**config.mk**
```make
export PLATFORM = sky130hd
export DESIGN_NAME = reg_scoreboard_flat
export DESIGN_NICKNAME = d
export VERILOG_FILES = /design/src/rtl/reg_scoreboard_pkg.sv /design/src/rtl/reg_scoreboard_if.sv /design/src/rtl/reg_scoreboard_pending_counter.sv /design/src/rtl/reg_scoreboard.sv /design/src/flat_wrapper.sv
export SDC_FILE = /design/constraint.sdc
export NUM_CORES = 1
export LEC_CHECK = 0
export ABC_CLOCK_PERIOD_IN_PS = 7800
export BUFFER_PORTS_ARGS = -buffer_cell sky130_fd_sc_hd__buf_4
export CAP_MARGIN = 30
export CORE_ASPECT_RATIO = 0.75
export CORE_MARGIN = 8
export CORE_UTILIZATION = 55
export CTS_CLUSTER_SIZE = 12
export DETAILED_ROUTE_END_ITERATION = 16
export MAX_ROUTING_LAYER = met4
export PLACE_DENSITY = 0.75
export SETUP_SLACK_MARGIN = 0.2
export SYNTH_ARGS = -nofsm -noshare
export SYNTH_HDL_FRONTEND = slang
export SYNTH_SLANG_ARGS = --single-unit
```
**constraint.sdc**
```tcl
create_clock -name clock -period 7.8 [get_ports clock]
set_input_delay 0.78 -clock clock [delete_from_list [all_inputs] [get_ports clock]]
set_output_delay 0.78 -clock clock [all_outputs]
set_load 0.005 [all_outputs]
```
**src/rtl/reg_scoreboard_pkg.sv**
```systemverilog
// y86_reg_pkg: register-ID types and constants shared by the scoreboard files.
package y86_reg_pkg;
  typedef logic [3:0] reg_id_t;
  localparam reg_id_t REG_NONE = 4'hF;
  localparam reg_id_t REG_RSP = 4'h4;
  localparam int NUM_ARCH_REGS = 15;
endpackage

```
**src/rtl/reg_scoreboard_if.sv**
```systemverilog
// reg_scoreboard_if: decode issue and write-back retire channels of the scoreboard.
interface reg_scoreboard_if;
  import y86_reg_pkg::*;
  logic issue_valid;
  logic issue_ready;
  reg_id_t issue_srcA;
  reg_id_t issue_srcB;
  reg_id_t issue_dstE;
  reg_id_t issue_dstM;
  logic retire_e_valid;
  reg_id_t retire_e_reg;
  logic retire_m_valid;
  reg_id_t retire_m_reg;
  modport master (
    output issue_valid, issue_srcA, issue_srcB, issue_dstE, issue_dstM,
    output retire_e_valid, retire_e_reg, retire_m_valid, retire_m_reg,
    input issue_ready
  );
  modport slave (
    input issue_valid, issue_srcA, issue_srcB, issue_dstE, issue_dstM,
    input retire_e_valid, retire_e_reg, retire_m_valid, retire_m_reg,
    output issue_ready
  );
endinterface

```
**src/rtl/reg_scoreboard_pending_counter.sv**
```systemverilog
// reg_pending_counter: outstanding-write counter for one register with clamp-on-underflow.
module reg_pending_counter #(
  parameter int CNT_W = 2
) (
  input  logic             clock,
  input  logic             reset,
  input  logic             flush,
  input  logic             fire,
  input  logic [1:0]       inc,
  input  logic [1:0]       dec,
  output logic [CNT_W-1:0] count,
  output logic             nonzero,
  output logic             underflow,
  output logic             fits
);
  localparam int SW = CNT_W + 2;
  logic [CNT_W-1:0] count_q, count_d;
  logic [SW-1:0] sum;
  // Headroom uses the requested increment so ready never depends on valid.
  assign fits = SW'(count_q) + SW'(inc) <= SW'({CNT_W{1'b1}});
  assign sum = SW'(count_q) + (fire ? SW'(inc) : '0);
  assign underflow = !flush && sum < SW'(dec);
  assign count_d = flush || underflow ? '0 : CNT_W'(sum - SW'(dec));
  assign count = count_q;
  assign nonzero = |count_q;
  always_ff @(posedge clock)
    count_q <= reset ? '0 : count_d;
endmodule

```
**src/rtl/reg_scoreboard.sv**
```systemverilog
// reg_scoreboard: per-register pending-write tracker gating decode issue on RAW/overflow hazards.
module reg_scoreboard
  import y86_reg_pkg::*;
#(
  parameter int NUM_REGS = NUM_ARCH_REGS,
  parameter int CNT_W = 2,
  parameter int STALL_W = 16
) (
  input  logic                clock,
  input  logic                reset,
  input  logic                flush,
  reg_scoreboard_if.slave     sb,
  output logic [NUM_REGS-1:0] pending_mask,
  output logic                busy,
  output logic                underflow_err,
  output logic [STALL_W-1:0]  stall_count
);
  logic [CNT_W-1:0] cnt [16];
  logic [NUM_REGS-1:0] nz, uf, fits;
  logic fire, underflow_err_q, underflow_err_d;
  logic [STALL_W-1:0] stall_q, stall_d;
  assign fire = sb.issue_valid && sb.issue_ready;
  for (genvar r = 0; r < NUM_REGS; r++) begin : g_cnt
    logic [1:0] inc, dec;
    assign inc = 2'(sb.issue_dstE == reg_id_t'(r)) + 2'(sb.issue_dstM == reg_id_t'(r));
    assign dec = 2'(sb.retire_e_valid && sb.retire_e_reg == reg_id_t'(r))
               + 2'(sb.retire_m_valid && sb.retire_m_reg == reg_id_t'(r));
    reg_pending_counter #(.CNT_W(CNT_W)) u_cnt (
      .clock, .reset, .flush, .fire, .inc, .dec,
      .count(cnt[r]), .nonzero(nz[r]), .underflow(uf[r]), .fits(fits[r])
    );
  end
  // IDs without a counter (including REG_NONE) read as always free.
  for (genvar r = NUM_REGS; r < 16; r++) begin : g_pad
    assign cnt[r] = '0;
  end
  assign sb.issue_ready = cnt[sb.issue_srcA] == '0 && cnt[sb.issue_srcB] == '0 && &fits;
  assign pending_mask = nz;
  assign busy = |nz;
  assign underflow_err = underflow_err_q;
  assign stall_count = stall_q;
  always_comb begin
    underflow_err_d = underflow_err_q | (|uf);
    stall_d = sb.issue_valid && !sb.issue_ready && !(&stall_q) ? stall_q + 1'b1 : stall_q;
  end
  always_ff @(posedge clock) begin
    underflow_err_q <= reset ? 1'b0 : underflow_err_d;
    stall_q <= reset ? '0 : stall_d;
  end
endmodule

```
**src/flat_wrapper.sv**
```systemverilog
// flat-port wrapper written by rule: the top's interface ports become plain ports
module reg_scoreboard_flat import y86_reg_pkg::*;
#(
  parameter int NUM_REGS = NUM_ARCH_REGS,
  parameter int CNT_W = 2,
  parameter int STALL_W = 16
)
  (clock, reset, flush, pending_mask, busy, underflow_err, stall_count, sb_issue_valid, sb_issue_srcA, sb_issue_srcB, sb_issue_dstE, sb_issue_dstM, sb_retire_e_valid, sb_retire_e_reg, sb_retire_m_valid, sb_retire_m_reg, sb_issue_ready);
  reg_scoreboard_if sb_i ();
  input  logic clock;
  input  logic reset;
  input  logic flush;
  output logic [NUM_REGS-1:0] pending_mask;
  output logic busy;
  output logic underflow_err;
  output logic [STALL_W-1:0] stall_count;
  input wire logic [$bits(sb_i.issue_valid)-1:0] sb_issue_valid;
  input wire logic [$bits(sb_i.issue_srcA)-1:0] sb_issue_srcA;
  input wire logic [$bits(sb_i.issue_srcB)-1:0] sb_issue_srcB;
  input wire logic [$bits(sb_i.issue_dstE)-1:0] sb_issue_dstE;
  input wire logic [$bits(sb_i.issue_dstM)-1:0] sb_issue_dstM;
  input wire logic [$bits(sb_i.retire_e_valid)-1:0] sb_retire_e_valid;
  input wire logic [$bits(sb_i.retire_e_reg)-1:0] sb_retire_e_reg;
  input wire logic [$bits(sb_i.retire_m_valid)-1:0] sb_retire_m_valid;
  input wire logic [$bits(sb_i.retire_m_reg)-1:0] sb_retire_m_reg;
  output wire logic [$bits(sb_i.issue_ready)-1:0] sb_issue_ready;
  assign sb_i.issue_valid = sb_issue_valid;
  assign sb_i.issue_srcA = sb_issue_srcA;
  assign sb_i.issue_srcB = sb_issue_srcB;
  assign sb_i.issue_dstE = sb_issue_dstE;
  assign sb_i.issue_dstM = sb_issue_dstM;
  assign sb_i.retire_e_valid = sb_retire_e_valid;
  assign sb_i.retire_e_reg = sb_retire_e_reg;
  assign sb_i.retire_m_valid = sb_retire_m_valid;
  assign sb_i.retire_m_reg = sb_retire_m_reg;
  assign sb_issue_ready = sb_i.issue_ready;
  reg_scoreboard #(.NUM_REGS(NUM_REGS), .CNT_W(CNT_W), .STALL_W(STALL_W)) u_core (.clock(clock), .reset(reset), .flush(flush), .sb(sb_i), .pending_mask(pending_mask), .busy(busy), .underflow_err(underflow_err), .stall_count(stall_count));
endmodule
```
==> flow_metrics.tcl <==
set metrics [dict create \
    finClkSkew_ns 0.00685 \
    clk_latency_ns 0.29 \
    post_cts_buffers 0 \
    drcViolationCount 0 \
    die_y_um 97.5 \
    maxCapViolCount 0 \
    critPathSlowestCell "fa_1" \
    cts.sinks 47 \
    antenna_found_initial 0 \
    wl_per_cell_um 18.9 \
    syn_area_um2 4870 \
    min_from "u_core.underflow_err" \
    gr-total-overflow 0 \
    nNetsFinal 769 \
    ys_ff_latch 47 \
    cts-htree-levels 2 \
    vias_per_cell 5.98 \
    hpwl_um 11600 \
    placed_cells 734 \
    gp_congestion 1.04 \
    start_util_pct 57.1 \
    setup_violations 0 \
    rsz0062_at_grt "no" \
    final_hold_viol_count 0 \
    wl_um 14000 \
    rrSetupSlack_ns 3.34 \
    crit_chain "buf_4 -> nand2b_1 -> nor2_1 -> ha_1 -> ha_1 -> nor4_1 -> nand4_1 -> nor4_1 -> nand4_1 -> nor3_4 -> buf_4 -> and3_1 -> ha_1 -> fa_1 -> ha_1 -> nor2b_1 -> nor3_1 -> nor4_1 -> a31oi_1 -> nor2_1 -> nor2_1" \
    crit_start "sb_issue_dstM[3]" \
    min_period_over_period_pct 66.8 \
    synth_edf_count 0 \
    drtIter0Drc 404 \
    portBuffers 63 \
    worstPathMaxFanout 45 \
    die_w_um 125 \
    cts_tree "built" \
    end_kind "flop" \
    ant_nets 0 \
    cts_made_buffers 5 \
    finalPower_mw 0.600 \
    yosysSeqAreaShare_pct 19.3 \
    syn_inst 592 \
    async_flop_share_pct 0 \
    fin_tns_setup_ns 0 \
    worst_r2r_startpoint "u_core.g_cnt[7].u_cnt.count[1]" \
    yosys_warnings 0 \
    num_rows 29 \
    synth.distinct_cells 46 \
    vias 4435 \
    synth.area.top_cells "ha_1 23%, dfxtp_1 19%, nor3_1 6.4%" \
    max_stage_delay_ns 0.45 \
    grtUsageTotal_pct 23.4 \
    first_pass_iters 5 \
    tightest_slew_ns 0.539 \
    postSynthAreaPerCell_um2 8.23 \
    arrival_ns 5.39 \
    grt_pass1_wl_um 22700 \
    root_buffer "clkbuf_16" \
    io_pins 64 \
    power_density_nw_per_um2 110 \
    die-area_um2 12200 \
    clkTransAtPathRegs_ns 0.07 \
    peakVddDrop_uv 75.4 \
    placeableCoreArea_um2 8530 \
    fin_cells 742 \
    hold_class "reg2reg" \
    setup.worst_path.class "in2reg" \
    whs_ns 0.490 \
    slew_viol_final 0 \
    cts_resized 0 \
    leakage_nw 2.76 \
    clock.fmax_mhz 192 \
    critPathMostFrequentCell "ha_1" \
    worstPathRequired_ns 7.98 \
    yosysTopAreaCell "ha_1" \
    clk_path_buf_depth 2 \
    drive_gt1_share_pct 14.4 \
    place_ws_ns 2.32 \
    fin_ws_ns 2.59 \
    grt_max_degree 46 \
    max_slew_margin_pct 63.9 \
    synth_nets 728 \
    fillerInstances 717 \
    ys.flop_type "dfxtp_1" \
    syn2layout_area_growth_pct 12.2 \
    grt_pass1_vias 4349 \
    crit_path_start_kind "input port" \
    status "completed" \
    period_minus_slack_ns 5.21 \
    synth_top_area_share_pct 23.4 \
    diodes 0 \
    cts_hold_buf 0 \
]
cell usage after synthesis (7+ instances only):
| master | number |
|---|---|
| a21oi_1 | 8 |
| and3_1 | 36 |
| buf_4 | 15 |
| clkbuf_1 | 9 |
| dfxtp_1 | 47 |
| fa_1 | 15 |
| ha_1 | 91 |
| inv_1 | 45 |
| nand2_1 | 14 |
| nand2b_1 | 17 |
| nand3_1 | 26 |
| nand4_1 | 7 |
| nor2_1 | 68 |
| nor2b_1 | 33 |
| nor3_1 | 62 |
| nor4_1 | 13 |
| o22ai_1 | 7 |
| or2_1 | 7 |
cell type report:
class	count	area, um^2	area share [%]
flip-flops and latches	47	941	17.2
inverters	45	169	3.09
repair buffers	64	480	8.79
clock buffers	7	153	2.79
multi-input cells	470	3580	65.5
well taps	108	135	2.47
clock inverters	1	7.51	0.137
cell families after synthesis:
group | after synthesis | synth area share, %
multiplexers | 17 | 4.93
adder cells (fa/ha/maj) | 106 | 29.5
buffers and inverters | 75 | 7.19
flip-flops | 47 | 19.3
AO/OA/AOI/OAI | 32 | 4.06
AND/OR/NAND/NOR | 315 | 35.0
report_power, final:
part	total [mW]	leakage [nW]	switching (mW)	internal, mW
sequential	0.249	0.380	0.00481	0.244
combinational	0.121	2.30	0.0711	0.0503
clock	0.230	0.0761	0.0936	0.136
worst max-delay path, delay by kind of cell:
kind / cells / cell delay, ns
AO/OA/AOI/OAI: 1 / 0.15
buffers and inverters: 2 / 0.51
AND/OR/NAND/NOR: 13 / 2.56
adder cells (fa/ha/maj): 5 / 1.36
per-stage QoR:
stage                     util (%)  cell area, um^2
after global routing          64.1             5470
after floorplan                  -             4870
after CTS                     64.1             5470
final                         64.1             5470
after detailed placement      62.2             5310
after global placement        62.2             5310
worst paths after layout:
path / endpoint / cells past startpoint
worst min register to register: u_core.underflow_err / 2
worst min-delay path: u_core.underflow_err / 2
worst max register to register: u_core.underflow_err / 17
worst max-delay path: u_core.underflow_err / 21
flip-flops by register name, indices dropped and copies added, names as in the netlist:
| signal | flops |
|---|---|
| u_core.stall_count | 16 |
| u_core.underflow_err | 1 |
| u_core.g_cnt.u_cnt.count | 30 |
cells in the final DEF (no fill, tap or decap), types with 2 or more instances in the layout:
cell type	synthesis	routed
nand4b_1	2	2
buf_4	15	64
nand3b_1	4	4
nor2b_1	33	33
nand2b_1	17	17
inv_1	45	45
clkbuf_16	0	5
mux2i_1	3	3
or2_1	7	7
ha_1	91	91
mux2_4	4	4
nand4_1	7	7
nor3b_1	4	4
o22ai_1	7	7
nor3_1	62	62
mux4_2	2	2
nor2_1	68	68
clkbuf_8	0	2
a21oi_1	8	8
o31ai_1	3	3
or3_1	5	5
and3_1	36	36
a31oi_1	2	2
nor4_1	13	13
or2_2	3	3
fa_1	15	15
dfxtp_1	47	47
mux2_2	6	6
a211oi_1	6	6
nand3_1	26	26
nand2_1	14	14
o21ai_0	5	5
or4_1	6	6
or3b_2	2	2
routing by layer:
layer | share of wire [%] | GRT usage [%] | wire length [um] | vias to the layer above
li1 | - | - | - | 2164
met1 | 48 | 32.4 | 6700 | 2117
met2 | 42 | 32.8 | 5930 | 137
met3 | 8.9 | 6.54 | 1250 | 17
met4 | 0.94 | 4.71 | 131 | 0
met5 | 0 | - | 0 | -
No activity file was read; power rests on OpenSTA's default activity.
